`src/rtl/cmd_issuer.sv`:
```
// cmd_issuer: pops one command at a time from cmd_queue and dispatches it over a
// valid/ready handshake to an idle SIMD core chosen round-robin. Tracks per-core
// busy state until each core pulses done, and reports overall activity.
// Optional build macro: CMD_ISSUER_PERF_EN adds o_issued_cnt / o_stall_cnt counters.
module cmd_issuer #(
    parameter int unsigned NUM_CORES = 4,
    parameter int unsigned CMD_WIDTH = 248
) (
    input  logic                 i_clk,
    input  logic                 i_rst,
    output logic                 o_q_read,
    input  logic                 i_q_empty,
    input  logic [CMD_WIDTH-1:0] i_q_data,
    output logic [NUM_CORES-1:0] o_core_valid,
    input  logic [NUM_CORES-1:0] i_core_ready,
    output logic [CMD_WIDTH-1:0] o_core_cmd,
    input  logic [NUM_CORES-1:0] i_core_done,
    output logic [NUM_CORES-1:0] o_core_busy,
    output logic                 o_busy
`ifdef CMD_ISSUER_PERF_EN
    ,
    output logic [31:0]          o_issued_cnt,
    output logic [31:0]          o_stall_cnt
`endif
);

    localparam int unsigned PtrW = (NUM_CORES > 1) ? $clog2(NUM_CORES) : 1;

    typedef enum logic [1:0] {StIdle, StFetch, StArb, StIssue} state_e;

    state_e               state;
    logic [PtrW-1:0]      rr_ptr;
    logic [PtrW-1:0]      sel;
    logic [PtrW-1:0]      pick;
    logic                 pick_found;
    logic [PtrW:0]        cand;
    logic [NUM_CORES-1:0] sel_onehot;
    logic                 accept;

    // Round-robin search: first free core at or after rr_ptr, wrapping modulo NUM_CORES.
    always_comb begin
        pick_found = 1'b0;
        pick       = '0;
        cand       = '0;
        for (int unsigned k = 0; k < NUM_CORES; k++) begin
            cand = {1'b0, rr_ptr} + (PtrW + 1)'(k);
            if (cand >= (PtrW + 1)'(NUM_CORES)) begin
                cand = cand - (PtrW + 1)'(NUM_CORES);
            end
            if (!pick_found && !o_core_busy[cand[PtrW-1:0]]) begin
                pick_found = 1'b1;
                pick       = cand[PtrW-1:0];
            end
        end
    end

    // Handshake decode; valid is a pure state decode, the pop strobe is additionally
    // gated by empty so the queue is never read while it has nothing to give.
    always_comb begin
        sel_onehot      = '0;
        sel_onehot[sel] = 1'b1;
        accept          = (state == StIssue) && i_core_ready[sel];
        o_core_valid    = (state == StIssue) ? sel_onehot : '0;
        o_q_read        = (state == StIdle) && !i_q_empty;
    end

    // Dispatch FSM with command register, busy tracking and activity flag.
    always_ff @(posedge i_clk) begin
        if (i_rst) begin
            state       <= StIdle;
            sel         <= '0;
            rr_ptr      <= '0;
            o_core_cmd  <= '0;
            o_core_busy <= '0;
            o_busy      <= 1'b0;
        end else begin
            o_busy      <= (state != StIdle) || (|o_core_busy);
            // A busy core is never selected, so done and the set never collide.
            o_core_busy <= (o_core_busy & ~i_core_done) | (accept ? sel_onehot : '0);
            unique case (state)
                StIdle: begin
                    if (!i_q_empty) begin
                        state <= StFetch;
                    end
                end
                StFetch: begin
                    o_core_cmd <= i_q_data;
                    state      <= StArb;
                end
                StArb: begin
                    if (pick_found) begin
                        sel   <= pick;
                        state <= StIssue;
                    end
                end
                StIssue: begin
                    if (accept) begin
                        rr_ptr <= (sel == PtrW'(NUM_CORES - 1)) ? '0 : sel + PtrW'(1);
                        state  <= StIdle;
                    end
                end
                default: state <= StIdle;
            endcase
        end
    end

`ifdef CMD_ISSUER_PERF_EN
    // Counters: accepted handshakes, and cycles lost to no free core or ready low.
    always_ff @(posedge i_clk) begin
        if (i_rst) begin
            o_issued_cnt <= '0;
            o_stall_cnt  <= '0;
        end else begin
            if (accept) begin
                o_issued_cnt <= o_issued_cnt + 32'd1;
            end
            if (((state == StArb) && !pick_found) || ((state == StIssue) && !accept)) begin
                o_stall_cnt <= o_stall_cnt + 32'd1;
            end
        end
    end
`endif

endmodule

```
`config.mk`:
```
export PLATFORM = sky130hd
export DESIGN_NAME = cmd_issuer
export DESIGN_NICKNAME = d
export VERILOG_FILES = /design/src/rtl/cmd_issuer.sv
export SDC_FILE = /design/constraint.sdc
export NUM_CORES = 1
export LEC_CHECK = 0
export CORE_AREA = 2 2 203 205
export DETAILED_ROUTE_END_ITERATION = 10
export DIE_AREA = 0 0 205 207
export DONT_BUFFER_PORTS = 1
export GPL_TIMING_DRIVEN = 0
export PLACE_DENSITY_LB_ADDON = 0.1
export SYNTH_ARGS = -nofsm -noshare
export SYNTH_HDL_FRONTEND = slang
export SYNTH_SLANG_ARGS = --single-unit
```
`constraint.sdc`:
```
create_clock -name i_clk -period 3 [get_ports i_clk]
set_input_delay 0.3 -clock i_clk [delete_from_list [all_inputs] [get_ports i_clk]]
set_output_delay 0.3 -clock i_clk [all_outputs]
set_load 0.005 [all_outputs]
```
==> impl_metrics.yaml <==
outcome:
  status: "finished clean"
setup_path:
  cp_max_fo: 12
  cp.arrival_ps: 2720
  critPathTopFamily: "buffers and inverters"
  cpMostUsedCell: "clkbuf_1"
  cp.buffers_inverters: 4
  cp_num_cells: 7
  path_cells: "inv_1, ha_1, clkbuf_1, clkbuf_1, buf_2, mux2i_1, nor2_1"
  required_ps: 3420
  critPathLaunchType: "register"
  cpPeakStageDelay_ps: 590
  r2r_cells: 7
  crit_type: "register to register"
  crit_path_top_delay_cell: "clkbuf_1"
  cp-end-kind: "register"
sta:
  worstMarginPinSlew_ps: 801
  max_freq_ghz: 0.435
  hold_viol: 0
  hold_ws_ps: 98.1
  finalCriticalPeriod_ps: 2300
  tns_ps: 0
  worst_slack_ps: 701
  skew_ps: 22.2
  maxSlewHeadroom_pct: 46.6
  fin_crit_sh_pct: 76.6
  drv_slew: 0
  rsz0062_at_grt: "false"
  setup_viol: 0
detailed_routing:
  dr.pass1.iters: 6
  routed_wl_um: 31800
  ant_nets: 0
  wire_per_inst_um: 18.5
  viasPerCell: 4.18
  drt_iter0_drc: 230
  via_count: 7192
  drcViolationCount: 0
floorplan:
  dieHeight_um: 207
  die_x_um: 205
  die_area_mm2: 0.0424
  start_util_pct: 23.0
  core_area_mm2: 0.0404
  rows: 74
  ios: 517
final_layout:
  finalNetCount: 1430
  area_delta_synth_final_pct: 45.9
  drive_gt1_share_pct: 6.75
  final_cell_area_mm2: 0.0136
global_route:
  grt_pass1_wl_um: 47100
  grt_pass1_vias: 7622
  grt_max_degree: 15
  overflow: 0
  antenna_found_initial: 2
  grt_util_all_layers_pct: 14.3
run:
  maxCapViolCount: 0
logic_synthesis:
  synth_nets: 1146
  syn_avg_cell_area_um2: 10.6
  syn_area_mm2: 0.00930
  synth_top_cell_area_share_pct: 55.7
  synth_cell_type_count: 24
  synthCells: 878
  synthTopCellsByArea: "dfxtp_1 56%, mux2i_1 27%, nor2_1 10%, buf_2 1.4%, clkbuf_1 1.3%"
  yosysWarningCount: 0
  synth_most_common_cell: "dfxtp_1"
  synth_ff_type: "dfxtp_1"
  synthArstFlopShare_pct: 0
  ys_ff_latch: 259
  synth_edf_count: 0
  synthTopCellsByCount: "259 x dfxtp_1, 257 x nor2_1, 251 x mux2i_1, 31 x clkbuf_1, 26 x buf_2"
  yosysTopAreaCell: "dfxtp_1"
  yosysSeqAreaShare_pct: 55.7
pwr:
  leakage_nw: 5.37
  ir_drop_uv: 429
  p_per_area_mw_per_mm2: 892
placement:
  place.gp.congestion: 0.753
  dp_worst_setup_slack_ps: 575
  dpl_cell_area_mm2: 0.00997
  portBuffers: 0
  hpwl_um: 23500
clock_network:
  h-tree-depth: 1
  post_cts_buffers: 0
  clock_sinks: 259
  clockRootBuffer: "clkbuf_16"
  tritoncts: "done"
  clk_latency_ps: 560
  ctsHoldBuffers: 252
  ctsResizeCount: 0
  cts_buffers: 30
  clk_pin_slew_ps: 60
  max-clock-path-buffers: 3
min_path:
  hold_path_depth: 4
  hp-class: "primary input to register"
flip-flops by register name, indices dropped and copies added, names as in the netlist:
signal	cells
o_busy	1
o_core_busy	4
o_core_cmd	248
rr_ptr	2
sel	2
state	2
path summary, 6_finish.rpt:
kind                       start              to  slack (ps)
setup / recovery        state[1]   o_core_cmd[2]         700
hold / removal         i_q_empty        state[0]         100
setup reg to reg        state[1]   o_core_cmd[2]         700
hold reg to reg   o_core_cmd[42]  o_core_cmd[42]         520
worst register-to-register path, stage by stage (launching register included):
cell and delay, ps:
dfxtp_1 330, inv_1 100, ha_1 150, clkbuf_1 220
clkbuf_1 590, buf_2 490, mux2i_1 250, nor2_1 50
through the flow:
| step | instances | util (%) | power (mW) |
|---|---|---|---|
| floorplan | 878 | - | 7.22 |
| global placement | 1410 | 24.7 | 8.04 |
| detailed placement | 1410 | 24.7 | 8.04 |
| CTS | 1718 | 33.6 | 12.3 |
| global route | 1718 | 33.6 | 12.8 |
| finish | 1720 | 33.6 | 12.1 |
layer usage:
layer	part of all wire [%]	wire length [µm]	GRT usage [%]	vias up
met5	0.094	30	0	-
met2	51	16200	25.9	305
li1	-	-	-	3481
met3	9.2	2910	4.44	47
met4	2.2	704	4.42	4
met1	38	12000	15.9	3355
where the power goes:
group	total, mW	internal, mW	leakage, nW	switching [mW]
registers	5.08	4.28	2.12	0.792
clock network	3.89	2.41	0.526	1.48
logic	3.14	1.55	2.72	1.59
total	12.1	8.25	5.37	3.86
cells in the final DEF (no fill, tap or decap), types with 2 or more instances in the layout:
| master | Yosys | layout |
|---|---|---|
| a2111o_1 | 2 | 2 |
| a21oi_1 | 9 | 9 |
| and2_1 | 5 | 5 |
| buf_2 | 26 | 26 |
| bufinv_16 | 0 | 3 |
| clkbuf_1 | 31 | 36 |
| clkbuf_16 | 0 | 31 |
| clkbuf_8 | 0 | 11 |
| clkinv_2 | 0 | 3 |
| clkinvlp_4 | 0 | 2 |
| dfxtp_1 | 259 | 259 |
| diode_2 | 0 | 2 |
| dlygate4sd3_1 | 0 | 252 |
| ha_1 | 9 | 9 |
| inv_1 | 7 | 7 |
| mux2i_1 | 251 | 251 |
| nand2_1 | 5 | 5 |
| nand2b_1 | 2 | 2 |
| nor2_1 | 257 | 257 |
| nor2b_1 | 4 | 4 |
kinds of logic (layout without fill, tap and decap cells):
group           count (synthesis)  after routing  share of synthesized area (%)
simple gates                  277            277                           11.6
compound gates                 16             16                           1.16
fa+ha+maj                       9              9                           1.21
buf+inv                        65            373                           3.05
mux                           252            252                           27.3
flops                         259            259                           55.7
other cells                     0              2                              0
final cells by class:
type                            count  area (µm²)
Antenna cell                        2        5.00
Buffer                             58         258
Clock buffer                       47         946
Clock inverter                      9         129
Fill cell                        4182       26800
Inverter                            7        26.3
Multi-Input combinational cell    554        3830
Sequential cell                   259        5180
Tap cell                          532         666
Timing Repair Buffer              252        2520
Power figures use the tool's default switching activity.
